<file path="config.mk">
export PLATFORM = sky130hd
export DESIGN_NAME = ram_access_ctrl
export DESIGN_NICKNAME = d
export VERILOG_FILES = /design/src/rtl/mem_pkg.sv /design/src/rtl/lane_align.sv /design/src/rtl/ram_access_ctrl.sv
export SDC_FILE = /design/constraint.sdc
export NUM_CORES = 1
export LEC_CHECK = 0
export BUFFER_PORTS_ARGS = -buffer_cell sky130_fd_sc_hd__buf_4
export CAP_MARGIN = 20
export CORE_ASPECT_RATIO = 0.75
export CORE_MARGIN = 5
export CORE_UTILIZATION = 45
export DETAILED_ROUTE_END_ITERATION = 10
export GPL_ROUTABILITY_DRIVEN = 0
export GPL_TIMING_DRIVEN = 0
export PLACE_DENSITY_LB_ADDON = 0.3
export SLEW_MARGIN = 25
export SYNTH_ARGS = -nofsm -noshare
export SYNTH_HDL_FRONTEND = slang
export SYNTH_SLANG_ARGS = --single-unit
</file>
<file path="constraint.sdc">
create_clock -name clk -period 6.9 [get_ports clk]
set_clock_uncertainty 0.1 [all_clocks]
set_input_delay 0.345 -clock clk [delete_from_list [all_inputs] [get_ports clk]]
set_output_delay 0.345 -clock clk [all_outputs]
set_load 0.01 [all_outputs]
</file>
<file path="src/rtl/mem_pkg.sv">
`default_nettype none
// ============================================================================
//  Module      : mem_pkg
//  Description : Shared size encodings, controller state enum and RAM size
//                default for the data-RAM access path. The RAM uses the same
//                size encodings as the controller.
//  Revision    : 1.0 - initial release
// ============================================================================
package mem_pkg;

  // Access size encodings shared with the RAM
  localparam logic [1:0] SZ_BYTE = 2'b00;
  localparam logic [1:0] SZ_HALF = 2'b01;
  localparam logic [1:0] SZ_WORD = 2'b10;

  // Default RAM size in bytes
  localparam int MEM_BYTES_DEFAULT = 1024;

  // Controller states
  typedef enum logic [2:0] {
    ST_IDLE  = 3'd0,
    ST_CHECK = 3'd1,
    ST_READ  = 3'd2,
    ST_CAPT  = 3'd3,
    ST_WRITE = 3'd4,
    ST_RESP  = 3'd5
  } state_t;

  // Number of bytes a request spans: count words for word size, else one
  // access of 2^size bytes. 33 bits wide so the end-address sum cannot wrap.
  function automatic logic [32:0] access_span(input logic [1:0] size,
                                              input logic [3:0] count);
    if (size == SZ_WORD) begin
      return {27'd0, count, 2'b00};
    end
    return 33'd1 << size;
  endfunction

endpackage
`default_nettype wire

</file>
<file path="src/rtl/lane_align.sv">
`default_nettype none
// ============================================================================
//  Module      : lane_align
//  Description : Combinational byte-lane handling. Replicates right-justified
//                store data onto every lane the RAM might select, and sign-
//                or zero-extends right-justified load data to 32 bits.
//  Revision    : 1.0 - initial release
// ============================================================================
module lane_align
  import mem_pkg::*;
(
  input  logic [1:0]  i_size,
  input  logic        i_signed,
  input  logic [31:0] i_wdata,
  input  logic [31:0] i_rdata,
  output logic [31:0] o_wlanes,
  output logic [31:0] o_rext
);

  // Lane replication for stores and extension for loads, selected by size
  always_comb begin
    o_wlanes = i_wdata;
    o_rext   = i_rdata;
    case (i_size)
      SZ_BYTE: begin
        o_wlanes = {4{i_wdata[7:0]}};
        o_rext   = {{24{i_signed & i_rdata[7]}}, i_rdata[7:0]};
      end
      SZ_HALF: begin
        o_wlanes = {2{i_wdata[15:0]}};
        o_rext   = {{16{i_signed & i_rdata[15]}}, i_rdata[15:0]};
      end
      default: begin
        o_wlanes = i_wdata;
        o_rext   = i_rdata;
      end
    endcase
  end

endmodule
`default_nettype wire

</file>
<file path="src/rtl/ram_access_ctrl.sv">
`default_nettype none
// ============================================================================
//  Module      : ram_access_ctrl
//  Description : Initiator-side access controller for the byte-lane single-
//                port data RAM. Checks alignment and bounds of load/store
//                requests, sequences single or word-burst RAM accesses and
//                returns extended load data or a store ack / fault response.
//  Revision    : 1.0 - initial release
// ============================================================================
module ram_access_ctrl
  import mem_pkg::*;
#(
  parameter int MEM_BYTES = MEM_BYTES_DEFAULT,
  parameter int MAX_BURST = 8
) (
  input  logic        clk,
  input  logic        rst,
  // request from execute stage
  input  logic        i_req_valid,
  output logic        o_req_ready,
  input  logic        i_req_write,
  input  logic [1:0]  i_req_size,
  input  logic        i_req_signed,
  input  logic [31:0] i_req_addr,
  input  logic [3:0]  i_req_count,
  // store data stream
  input  logic        i_wdata_valid,
  output logic        o_wdata_ready,
  input  logic [31:0] i_wdata,
  // response to core
  output logic        o_rsp_valid,
  input  logic        i_rsp_ready,
  output logic [31:0] o_rsp_data,
  output logic        o_rsp_last,
  output logic        o_rsp_fault,
  // RAM port
  output logic [1:0]  o_ram_size,
  output logic        o_ram_we,
  output logic [31:0] o_ram_addr,
  output logic [31:0] o_ram_wdata,
  input  logic [31:0] i_ram_rdata
);

  state_t      r_state;
  logic        r_write;
  logic [1:0]  r_size;
  logic        r_signed;
  logic [31:0] r_addr;      // current beat address
  logic [3:0]  r_count;     // beats remaining, including the current one
  logic        r_rsp_valid;
  logic [31:0] r_rsp_data;
  logic        r_rsp_last;
  logic        r_rsp_fault;
  logic [31:0] r_ram_addr;
  logic [1:0]  r_ram_size;

  logic [32:0] w_end;
  logic        w_fault;
  logic        w_beat;
  logic [31:0] w_wlanes;
  logic [31:0] w_rext;
  logic [31:0] w_next_addr;

  lane_align u_lane_align (
    .i_size   (r_size),
    .i_signed (r_signed),
    .i_wdata  (i_wdata),
    .i_rdata  (i_ram_rdata),
    .o_wlanes (w_wlanes),
    .o_rext   (w_rext)
  );

  // End of the byte range touched by the request, one past the last byte
  assign w_end = {1'b0, r_addr} + access_span(r_size, r_count);

  // Request legality: encoding, alignment, burst rules and RAM bounds
  always_comb begin
    w_fault = 1'b0;
    if (r_size == 2'b11)                            w_fault = 1'b1;
    if (r_size == SZ_HALF && r_addr[0])             w_fault = 1'b1;
    if (r_size == SZ_WORD && r_addr[1:0] != 2'b00)  w_fault = 1'b1;
    if (r_count == 4'd0 || r_count > 4'(MAX_BURST)) w_fault = 1'b1;
    if (r_count > 4'd1 && r_size != SZ_WORD)        w_fault = 1'b1;
    if (w_end > 33'(MEM_BYTES))                     w_fault = 1'b1;
  end

  assign w_next_addr = r_addr + 32'd4;
  assign w_beat      = (r_state == ST_WRITE) && i_wdata_valid;

  assign o_req_ready   = (r_state == ST_IDLE)  && !rst;
  assign o_wdata_ready = (r_state == ST_WRITE) && !rst;
  assign o_ram_we      = w_beat && !rst;
  assign o_ram_wdata   = ((r_state == ST_WRITE) && !rst) ? w_wlanes : 32'd0;
  assign o_ram_addr    = r_ram_addr;
  assign o_ram_size    = r_ram_size;
  assign o_rsp_valid   = r_rsp_valid;
  assign o_rsp_data    = r_rsp_data;
  assign o_rsp_last    = r_rsp_last;
  assign o_rsp_fault   = r_rsp_fault;

  // Request FSM with beat counter, address incrementer and registered outputs
  always_ff @(posedge clk) begin
    if (rst) begin
      r_state     <= ST_IDLE;
      r_write     <= 1'b0;
      r_size      <= SZ_WORD;
      r_signed    <= 1'b0;
      r_addr      <= 32'd0;
      r_count     <= 4'd0;
      r_rsp_valid <= 1'b0;
      r_rsp_data  <= 32'd0;
      r_rsp_last  <= 1'b0;
      r_rsp_fault <= 1'b0;
      r_ram_addr  <= 32'd0;
      r_ram_size  <= SZ_WORD;
    end else begin
      case (r_state)
        ST_IDLE: begin
          if (i_req_valid) begin
            r_write  <= i_req_write;
            r_size   <= i_req_size;
            r_signed <= i_req_signed;
            r_addr   <= i_req_addr;
            r_count  <= i_req_count;
            r_state  <= ST_CHECK;
          end
        end
        ST_CHECK: begin
          if (w_fault) begin
            r_rsp_valid <= 1'b1;
            r_rsp_fault <= 1'b1;
            r_rsp_last  <= 1'b1;
            r_rsp_data  <= 32'd0;
            r_state     <= ST_RESP;
          end else begin
            r_ram_addr <= r_addr;
            r_ram_size <= r_size;
            r_state    <= r_write ? ST_WRITE : ST_READ;
          end
        end
        ST_READ: begin
          r_state <= ST_CAPT;
        end
        ST_CAPT: begin
          r_rsp_data  <= w_rext;
          r_rsp_last  <= (r_count == 4'd1);
          r_rsp_fault <= 1'b0;
          r_rsp_valid <= 1'b1;
          r_state     <= ST_RESP;
        end
        ST_WRITE: begin
          if (i_wdata_valid) begin
            if (r_count == 4'd1) begin
              r_rsp_data  <= 32'd0;
              r_rsp_last  <= 1'b1;
              r_rsp_fault <= 1'b0;
              r_rsp_valid <= 1'b1;
              r_state     <= ST_RESP;
            end else begin
              r_count    <= r_count - 4'd1;
              r_addr     <= w_next_addr;
              r_ram_addr <= w_next_addr;
            end
          end
        end
        ST_RESP: begin
          if (i_rsp_ready) begin
            r_rsp_valid <= 1'b0;
            if (!r_write && !r_rsp_fault && r_count > 4'd1) begin
              r_count    <= r_count - 4'd1;
              r_addr     <= w_next_addr;
              r_ram_addr <= w_next_addr;
              r_state    <= ST_READ;
            end else begin
              r_state <= ST_IDLE;
            end
          end
        end
        default: begin
          r_state <= ST_IDLE;
        end
      endcase
    end
  end

endmodule
`default_nettype wire

</file>
Word-level counts from Yosys, hierarchy flattened
Cells that the tools add are included.
{ "word_totals": {"regBits": 112, "in_bits": 109, "word_cells": 115, "output_inout_bits": 104} }
{ "op_classes": {"n_reduce_logical": 28, "n_eq_ne": 18, "n_shift": 1, "addsub": 3, "n_mux": 47, "magnitude_cmp": 3, "bitwise": 3} }
{ "op_table": {"columns": ["op", "n"], "rows": [
  ["2-to-1 mux 32 bit", 10],
  ["case mux 32 bit (3 select lines)", 3],
  ["case mux 32 bit (2 select lines)", 2],
  ["2-to-1 mux 33 bit", 2],
  ["adder 32 x 33 -> 33 bit", 1],
  ["greater-than comparator 33 x 11 -> 1 bit (second input constant)", 1],
  ["left shift 1 x 2 -> 33 bit (first input constant)", 1],
  ["adder 32 x 3 -> 32 bit (second input constant)", 1],
  ["2-to-1 mux 4 bit", 5],
  ["2-to-1 mux 3 bit", 6],
  ["case mux 3 bit (6 select lines)", 1],
  ["!= test 2 bit (second input constant)", 8],
  ["2-to-1 mux 1 bit", 13],
  ["case mux 4 bit (3 select lines)", 1],
  ["AND reduction 6 bit", 2],
  ["logical AND 1 bit", 9],
  ["nonzero test 3 bit", 3],
  ["AND reduction 4 bit", 2],
  ["equality test 3 x 2 -> 1 bit (second input constant)", 2],
  ["equality test 3 bit (second input constant)", 2],
  ["case mux 1 bit (3 select lines)", 2],
  ["AND reduction 5 bit", 1],
  ["equality test 2 bit (second input constant)", 2],
  ["equality test 4 x 1 -> 1 bit (second input constant)", 1],
  ["other kinds (18)", 22]
]} }

Logic depth before layout (Yosys ltp)
Gate-level depths: netlist (run 1).
{ "depth": {"word_depth": 9, "mapped_depth": 18} }

By module
From an unflattened synthesis (run 1), not the netlist that was laid out.
{ "unflattened": {"cells_unflattened": 1070, "area_unflattened_um2": 8284.2} }
{ "by_module_without_submodules": {"columns": ["module", "seq_area_each_um2", "n_inst", "cells_per_inst", "area_each_um2"], "rows": [
  ["ram_access_ctrl", 2242.2, 1, 959, 7517.2],
  ["lane_align", 0.0, 1, 111, 767.0]
]} }

Worst setup path after synthesis (run 1)
No wires, ideal clock.
{ "synth_timing": {"path_kind": "reg-to-reg", "start": "register r_size[0]", "end": "register r_ram_addr[12], in the netlist o_ram_addr[12]", "t_arrival_ns": 3.971, "path_buffers": 5, "stages_incl_launch_ff": 19, "setup_slack_ns": 2.747, "path_cell_list": "dfxtp_1 -> clkbuf_1 -> or2_2 -> clkbuf_1 -> clkinv_1 -> clkbuf_1 -> ha_1 -> fa_1 -> nand3_1 -> a2111o_1 -> a211oi_1 -> xnor2_1 -> nand4_1 -> nor4_2 -> and3_1 -> buf_4 -> buf_6 -> nor3_1 -> a211oi_2"} }
{ "synth_via": {"elab_chain_cells": 9} }
{ "synth_lines": {"columns": ["element", "line", "rtl"], "rows": [
  ["from (decl)", "ram_access_ctrl.sv:46", "logic [1:0] r_size;"],
  ["from (signal assigned)", "ram_access_ctrl.sv:121", "r_size <= i_req_size;"],
  ["parallel branches: the longest is 6 deep, another holds adder 32 x 33 -> 33 bit", null, null],
  ["2-to-1 mux 1 bit (*)", "ram_access_ctrl.sv:84", "if (w_end > 33'(MEM_BYTES)) w_fault = 1'b1;"],
  ["!= test 2 bit (no line) (*)", null, null],
  ["AND reduction 6 bit (no line) (*)", null, null],
  ["to (signal assigned)", "ram_access_ctrl.sv:136", "r_ram_addr <= r_addr;"],
  ["to (signal assigned)", "ram_access_ctrl.sv:162", "r_ram_addr <= w_next_addr;"],
  ["to (signal assigned)", "ram_access_ctrl.sv:172", "r_ram_addr <= w_next_addr;"],
  ["to (decl)", "ram_access_ctrl.sv:54", "logic [31:0] r_ram_addr;"]
]} }
Every way passes the cells marked *.
A chain may end at the register's enable or synchronous reset.

Final worst setup path (run 1)
{ "layout_timing": {"start": "register r_size[1]", "end": "register r_ram_addr[21], in the netlist o_ram_addr[21]"} }
The elaborated chain is that of the path after synthesis.

==> results of run 1 <==
## sequential cells by signal (all words and copies together), names as in the netlist
name         flops
o_rsp_last       1
o_rsp_valid      1
r_size           2
r_state          3
o_rsp_fault      1
r_write          1
o_rsp_data      32
r_signed         1
r_addr          32
o_ram_addr      32
r_count          4
o_ram_size       2
## per-stage QoR
stage	worst slack (ps)	area [um2]	total power, mW
floorplan	2750	7190	1.60
global placement	1510	9040	1.97
detailed placement	1530	9050	1.99
CTS	1490	9350	2.52
global route	1080	9350	2.69
finish	1320	9350	2.55
## cell families after synthesis
logic type               synth area share
flip-flops                          0.312
multiplexers                       0.0393
AND/OR/NAND/NOR                     0.252
adder cells (fa/ha/maj)            0.0202
buffers and inverters              0.0618
XOR/XNOR                           0.0463
AO/OA/AOI/OAI                       0.269
## power breakdown
part | total, mW | internal [mW] | leakage (nW) | switching [mW]
registers | 0.825 | 0.751 | 0.914 | 0.0745
logic | 1.19 | 0.468 | 2.73 | 0.718
clock network | 0.540 | 0.258 | 0.147 | 0.282
## how the worst max path moves through the flow
stage | slack (ps) | to | cells after the start | start
2_1_floorplan | 2750 | o_ram_addr[12]$_SDFFE_PP0P_ | 18 | r_size[0]$_SDFFE_PP0P_
3_3_place_gp | 1510 | o_ram_addr[21]$_SDFFE_PP0P_ | 14 | r_size[1]$_SDFFE_PP1P_
3_5_place_dp | 1530 | o_ram_addr[14]$_SDFFE_PP0P_ | 14 | r_size[1]$_SDFFE_PP1P_
4_1_cts | 1490 | o_ram_addr[17]$_SDFFE_PP0P_ | 14 | r_size[1]$_SDFFE_PP1P_
5_1_grt | 1080 | o_ram_addr[19]$_SDFFE_PP0P_ | 14 | r_size[1]$_SDFFE_PP1P_
6_report | 1320 | o_ram_addr[21]$_SDFFE_PP0P_ | 14 | r_size[1]$_SDFFE_PP1P_
## Yosys cell counts (8+ instances only)
cell type	n	area, um2
mux2i_1	26	260
o2bb2ai_1	8	70.1
o21ai_0	48	240
buf_2	19	95.1
dfxtp_1	112	2240
a31oi_1	8	50.1
clkbuf_1	48	180
and3_1	9	56.3
a211oi_1	25	188
a211oi_2	27	338
inv_1	11	41.3
and2_1	16	100
a22o_1	27	236
ha_1	10	125
nor3_1	51	255
nand3_1	31	155
xor2_1	14	123
a21oi_1	68	340
xnor2_1	24	210
a22oi_1	9	67.6
nand2b_1	20	125
nor2_1	111	417
nand4_1	11	68.8
nand2_1	77	289
## cell type report
type                    instances  area (um2)  area share
inverters                      12        45.0     0.00482
repair buffers                212        1590       0.170
clock buffers                   9         225      0.0241
clock inverters                 7        73.8     0.00790
multi-input cells             710        4510       0.482
well taps                     210         263      0.0281
flip-flops and latches        112        2240       0.240
diodes                          1        2.50    0.000268
plain buffers                  83         399      0.0427
## cell usage in the layout (no fill, tap or decap), types with 8 or more instances in the layout
| cell | count |
|---|---|
| a22oi_1 | 9 |
| and2_1 | 16 |
| xnor2_1 | 24 |
| nor2_1 | 111 |
| dfxtp_1 | 112 |
| clkbuf_16 | 9 |
| buf_2 | 19 |
| ha_1 | 10 |
| a31oi_1 | 8 |
| nand3_1 | 31 |
| o21ai_0 | 48 |
| xor2_1 | 14 |
| nand2_1 | 77 |
| a21oi_1 | 68 |
| a22o_1 | 27 |
| o2bb2ai_1 | 8 |
| nand4_1 | 11 |
| a211oi_1 | 25 |
| clkbuf_1 | 48 |
| nand2b_1 | 20 |
| inv_1 | 11 |
| a211oi_2 | 27 |
| buf_4 | 217 |
| mux2i_1 | 26 |
| and3_1 | 9 |
| nor3_1 | 50 |
## metal layers
| layer | vias up | track usage |
|---|---|---|
| li1 | 3752 | - |
| met1 | 3717 | 0.398 |
| met2 | 460 | 0.381 |
| met3 | 61 | 0.0861 |
| met4 | 0 | 0.0569 |
| met5 | - | 0 |
## worst reg2reg max path, stage by stage, from the launching register on
cell and delay (ps):
dfxtp_1 370, clkbuf_1 360, clkbuf_1 430, clkbuf_1 640, nor2b_1 200, ha_1 360
nand3_1 150, a21o_1 270, a2111oi_0 800, a31oi_1 280, nor4_4 370, nand3_1 310
nand2_1 420, buf_4 300, a211oi_2 90
==> metrics, run 1 <==
status finished, final reports clean; TritonCTS clock tree built; minimum clock period 5580 ps; Initial Util 0.453; RSZ-0062 raised after global routing no; drt via density approximately 5.9; Sum Neg Setup Slack 0 ps; Post-CTS Resized 0; slowest CP cell a2111oi_0; Filler cells 1,457; CP delay by family, top buffers and inverters; PortBufs approximately 210; worst r2r path cells 14; largest net degree at the start of global routing 22; row count 40; Worst-Margin Slew between 900 and 1000 ps; WL met2 10,700 um; Post-CTS Setup Inserts 0; Setup violations, final 0; fraction of layout instances using a drive strength above 1 0.270; WP data required 7020 ps; drt wl/cell 19.2 um; # Max-Cap Violations 0; Fin Hold WS just under 80 ps; most used cell, CP clkbuf_1; final hold violation count 0; setup slack, reg-to-reg 1320 ps; CP peak stage delay 800 ps; Cells after DPL roughly 1,300; # hold bufs at CTS 0; Pre-antenna DRT Iters 7; Power per Cell Area 273 nW/um2; # nets final approximately 1,300; Routed Wire Length between 20,000 and 30,000 um; critical path cell sequence clkbuf_1, clkbuf_1, clkbuf_1, nor2b_1, ha_1, nand3_1, a21o_1, a2111oi_0, a31oi_1, nor4_4, nand3_1, nand2_1, buf_4, a211oi_2; num ports about 210; initial antenna violation count 0; Syn Std Cell Area 7190 um2; arrival time worst endpoint 5710 ps; HP Start i_ram_rdata[1]; Worst setup EP type flip-flop; vias in the first global route roughly 7,400; DR WL met3 3220 um; H-tree level count 3; wire length on met1 11,700 um; synthesized area per cell 7.84 um2; P&R area growth vs syn 30.1%; global-route wire length before repair around 40,000 um; critical path peak fanout 10; leak pwr 3.79 nW; Crit Path Category reg2reg; DIE WIDTH 156 um; highest metal used met4; WHS Path Cells 2; Cells after Synth 917; Synth Register Bits 112; Netlist cell types between 60 and 70; global route total overflow 0; Synthesized Nets 1,037; count of pins over their slew limit 0; Final Util 0.589; Synth warnings 0; DP Wirelength 19,800 um; fmax 179 MHz; DRC 0; ys flop type dfxtp_1; Worst Path Buf+Inv 4; max_slew headroom 0.357; reg2reg start r_size[1]$_SDFFE_PP1P_; Max VDD drop 0.146 mV; gr usage total 0.270; Core ar. 15,900 um2; EDFF count, synth 0; die area 18,600 um2; reg-to-reg critical path endpoint o_ram_addr[21]$_SDFFE_PP0P_; cts bufs inserted 9; Clock Pin Slew Worst Setup and Hold Paths ~80 ps; Hold Path Class in2reg; clk_lat worst skew 370 ps; clock root cell clkbuf_16; total number of vias 7,990; Non-Filler Instances 1,356; clock sink total 112; Antenna Nets Post-Route 0; Synth async-reset ratio 0; Hold EP o_rsp_data[1]$_SDFFE_PP0P_; Clock Path Buffers 2; Die Y 119 um; initial DRC count 979; final period utilization 0.809; post-synthesis sequential area ratio 0.312; startpoint types flip-flop
(Power assumes the default switching activity.)
==> inputs of run 2 (changes only) <==
- clock period: 6.9 -> 5.3 ns (I/O delays scaled with it)
==> run 2 against run 1 <==
  * Sequential share of layout area fell by 0.16 points
  * Routed wire length increased by 0.12%
  * First-iteration DRC count increased by 2.1%
  * Global-route usage rose by 0.069 points
  * Total power increased by 31%
  * Final area rose by 0.67%
  * Hold slack got worse by 72 ps
  * Register-to-register slack got worse by 1100 ps
  * Clock-buffer cell count unchanged
  * Largest cell class unchanged
  * Highest routed layer unchanged
==> metrics, run 2 (synthesis gave the netlist of run 1 again) <==
PortBufs 212; minimum clock period 5040 ps; layer with the highest usage met1; Clock Path Buffers 2; vias in the first global route 7,386; GR met2 Demand/Resource 0.383; drt wl/cell around 19 um; startpoint types flip-flop; Pre-antenna DRT Iters 5; CP peak stage delay 420 ps; total number of vias just under 8,000; critical path cell sequence clkbuf_1, or2_2, clkbuf_1, clkinvlp_4, ha_1, fa_1, xor2_1, nor3_1, o221ai_1, nor4_1, a31oi_1, nor4_4, nand3_1, nand2_1, buf_4, a211oi_2; gr usage total 0.270; final worst slack 265 ps; RSZ-0062 raised after global routing no; leak pwr 3.83 nW; ANT cells 0; P&R area growth vs syn 30.9%; status finished, final reports clean; fraction of layout instances using a drive strength above 1 0.275; met3 usage 0.0861; Power per Cell Area between 300 and 400 nW/um2; DRC 0; Max VDD drop 0.192 mV; Routed Wire Length 26,100 um; Initial Util 0.453; drt via density slightly below 6; most used cell, CP clkbuf_1; most common cell after layout, fill and taps aside buf_4; Worst Path Buf+Inv 4; Worst-Margin Slew between 900 and 1000 ps; die area 18,600 um2; final period utilization 0.950; clock sink total 112; dpl ws -70.6 ps; Clock Pin Slew Worst Setup and Hold Paths ~80 ps; H-tree level count 3; Hold Path Class in2reg; num ports approximately 210; clock root cell clkbuf_16; Filler cells 1,455; Placed Area 9050 um2; DIE WIDTH 156 um; TritonCTS clock tree built; CP delay by family, top simple AND/OR/NAND/NOR gates; # nets final ~1,300; fmax between 150 and 200 MHz; initial antenna violation count 0; initial DRC count 1,000; # Max-Cap Violations 0; slowest CP cell fa_1; final hold violation count 0; Finished Cell Area 9410 um2; Antenna Nets Post-Route 0; max_slew headroom 0.380; global-route wire length before repair 40,400 um; most frequent cells in the layout buf_4, dfxtp_1, nor2_1, nand2_1, a21oi_1; global route total overflow 0; Core ar. approximately 16,000 um2; Die Y 119 um; WP data required about 5400 ps; cts bufs inserted 9; count of pins over their slew limit 0; clk_lat worst skew between 300 and 400 ps; met1 Track Usage GR 0.398; largest net degree at the start of global routing 22; arrival time worst endpoint between 5000 and 6000 ps; DP Wirelength 19,800 um; Setup violations, final 0; critical path peak fanout 10; row count 40; Worst setup EP type flip-flop; Crit Path Category reg2reg
-- run 2: cell count changes in the layout (fill, tap and decap cells not counted), moves of 3 or more --
cell | before | now
buf_4 | 217 | 221
clkbuf_1 | 48 | 44
dlygate4sd3_1 | 0 | 3
clkbuf_2 | 0 | 3
-- run 2: repair_timing --
| action | 4_1_cts | 5_1_grt |
|---|---|---|
| resized for setup | 1 | 6 |
| endpoints found under the hold margin | 3 | 0 |
| hold buffers | 3 | 0 |
| endpoints found under the setup margin | 30 | 65 |
| setup buffers | 0 | 4 |
-- run 2: worst paths after layout --
check                                                    to                        from  slack (ps)  depth (start not counted)
worst max-delay path            o_ram_addr[21]$_SDFFE_PP0P_      r_size[0]$_SDFFE_PP0P_         260                         16
worst min-delay path             o_rsp_data[5]$_SDFFE_PP0P_              i_ram_rdata[5]           6                          2
worst max register to register  o_ram_addr[21]$_SDFFE_PP0P_      r_size[0]$_SDFFE_PP0P_         260                         16
worst min register to register   o_rsp_data[9]$_SDFFE_PP0P_  o_rsp_data[9]$_SDFFE_PP0P_         370                          1
-- run 2: per-stage QoR --
| step | std cells | hold WS [ps] | total power, mW | util | setup TNS, ps |
|---|---|---|---|---|---|
| finish | 1361 | 5.65 | 3.33 | 0.593 | 0 |
| global route | 1361 | 5.91 | 3.51 | 0.593 | 0 |
| CTS | 1358 | 3.81 | 3.29 | 0.591 | 0 |
| detailed placement | 1339 | 350 | 2.59 | 0.570 | -1060 |
| global placement | 1339 | 345 | 2.57 | 0.570 | -1800 |
| floorplan | 917 | 283 | 2.08 | - | 0 |
-- run 2: cell type report --
type,instances,area [um2],share of cell area
Timing Repair Buffer,219,1650,0.175
Multi-Input combinational cell,710,4510,0.479
Buffer,82,399,0.0424
Clock buffer,9,225,0.0239
Sequential cell,112,2240,0.238
Clock inverter,7,73.8,0.00784
Inverter,12,48.8,0.00518
Tap cell,210,263,0.0279
-- run 2: layer usage --
metal / vias up / routed length, um
met4: 0 / 396
met5: - / 0
met1: 3710 / 11700
met3: 41 / 3130
met2: 443 / 10900
li1: 3765 / -
-- run 2: report_power, final --
part	leakage, nW	switching (mW)	total [mW]	internal, mW
Sequential	0.914	0.0964	1.07	0.977
Combinational	2.77	0.937	1.56	0.618
Clock	0.147	0.370	0.705	0.336
Total	3.83	1.40	3.33	1.93
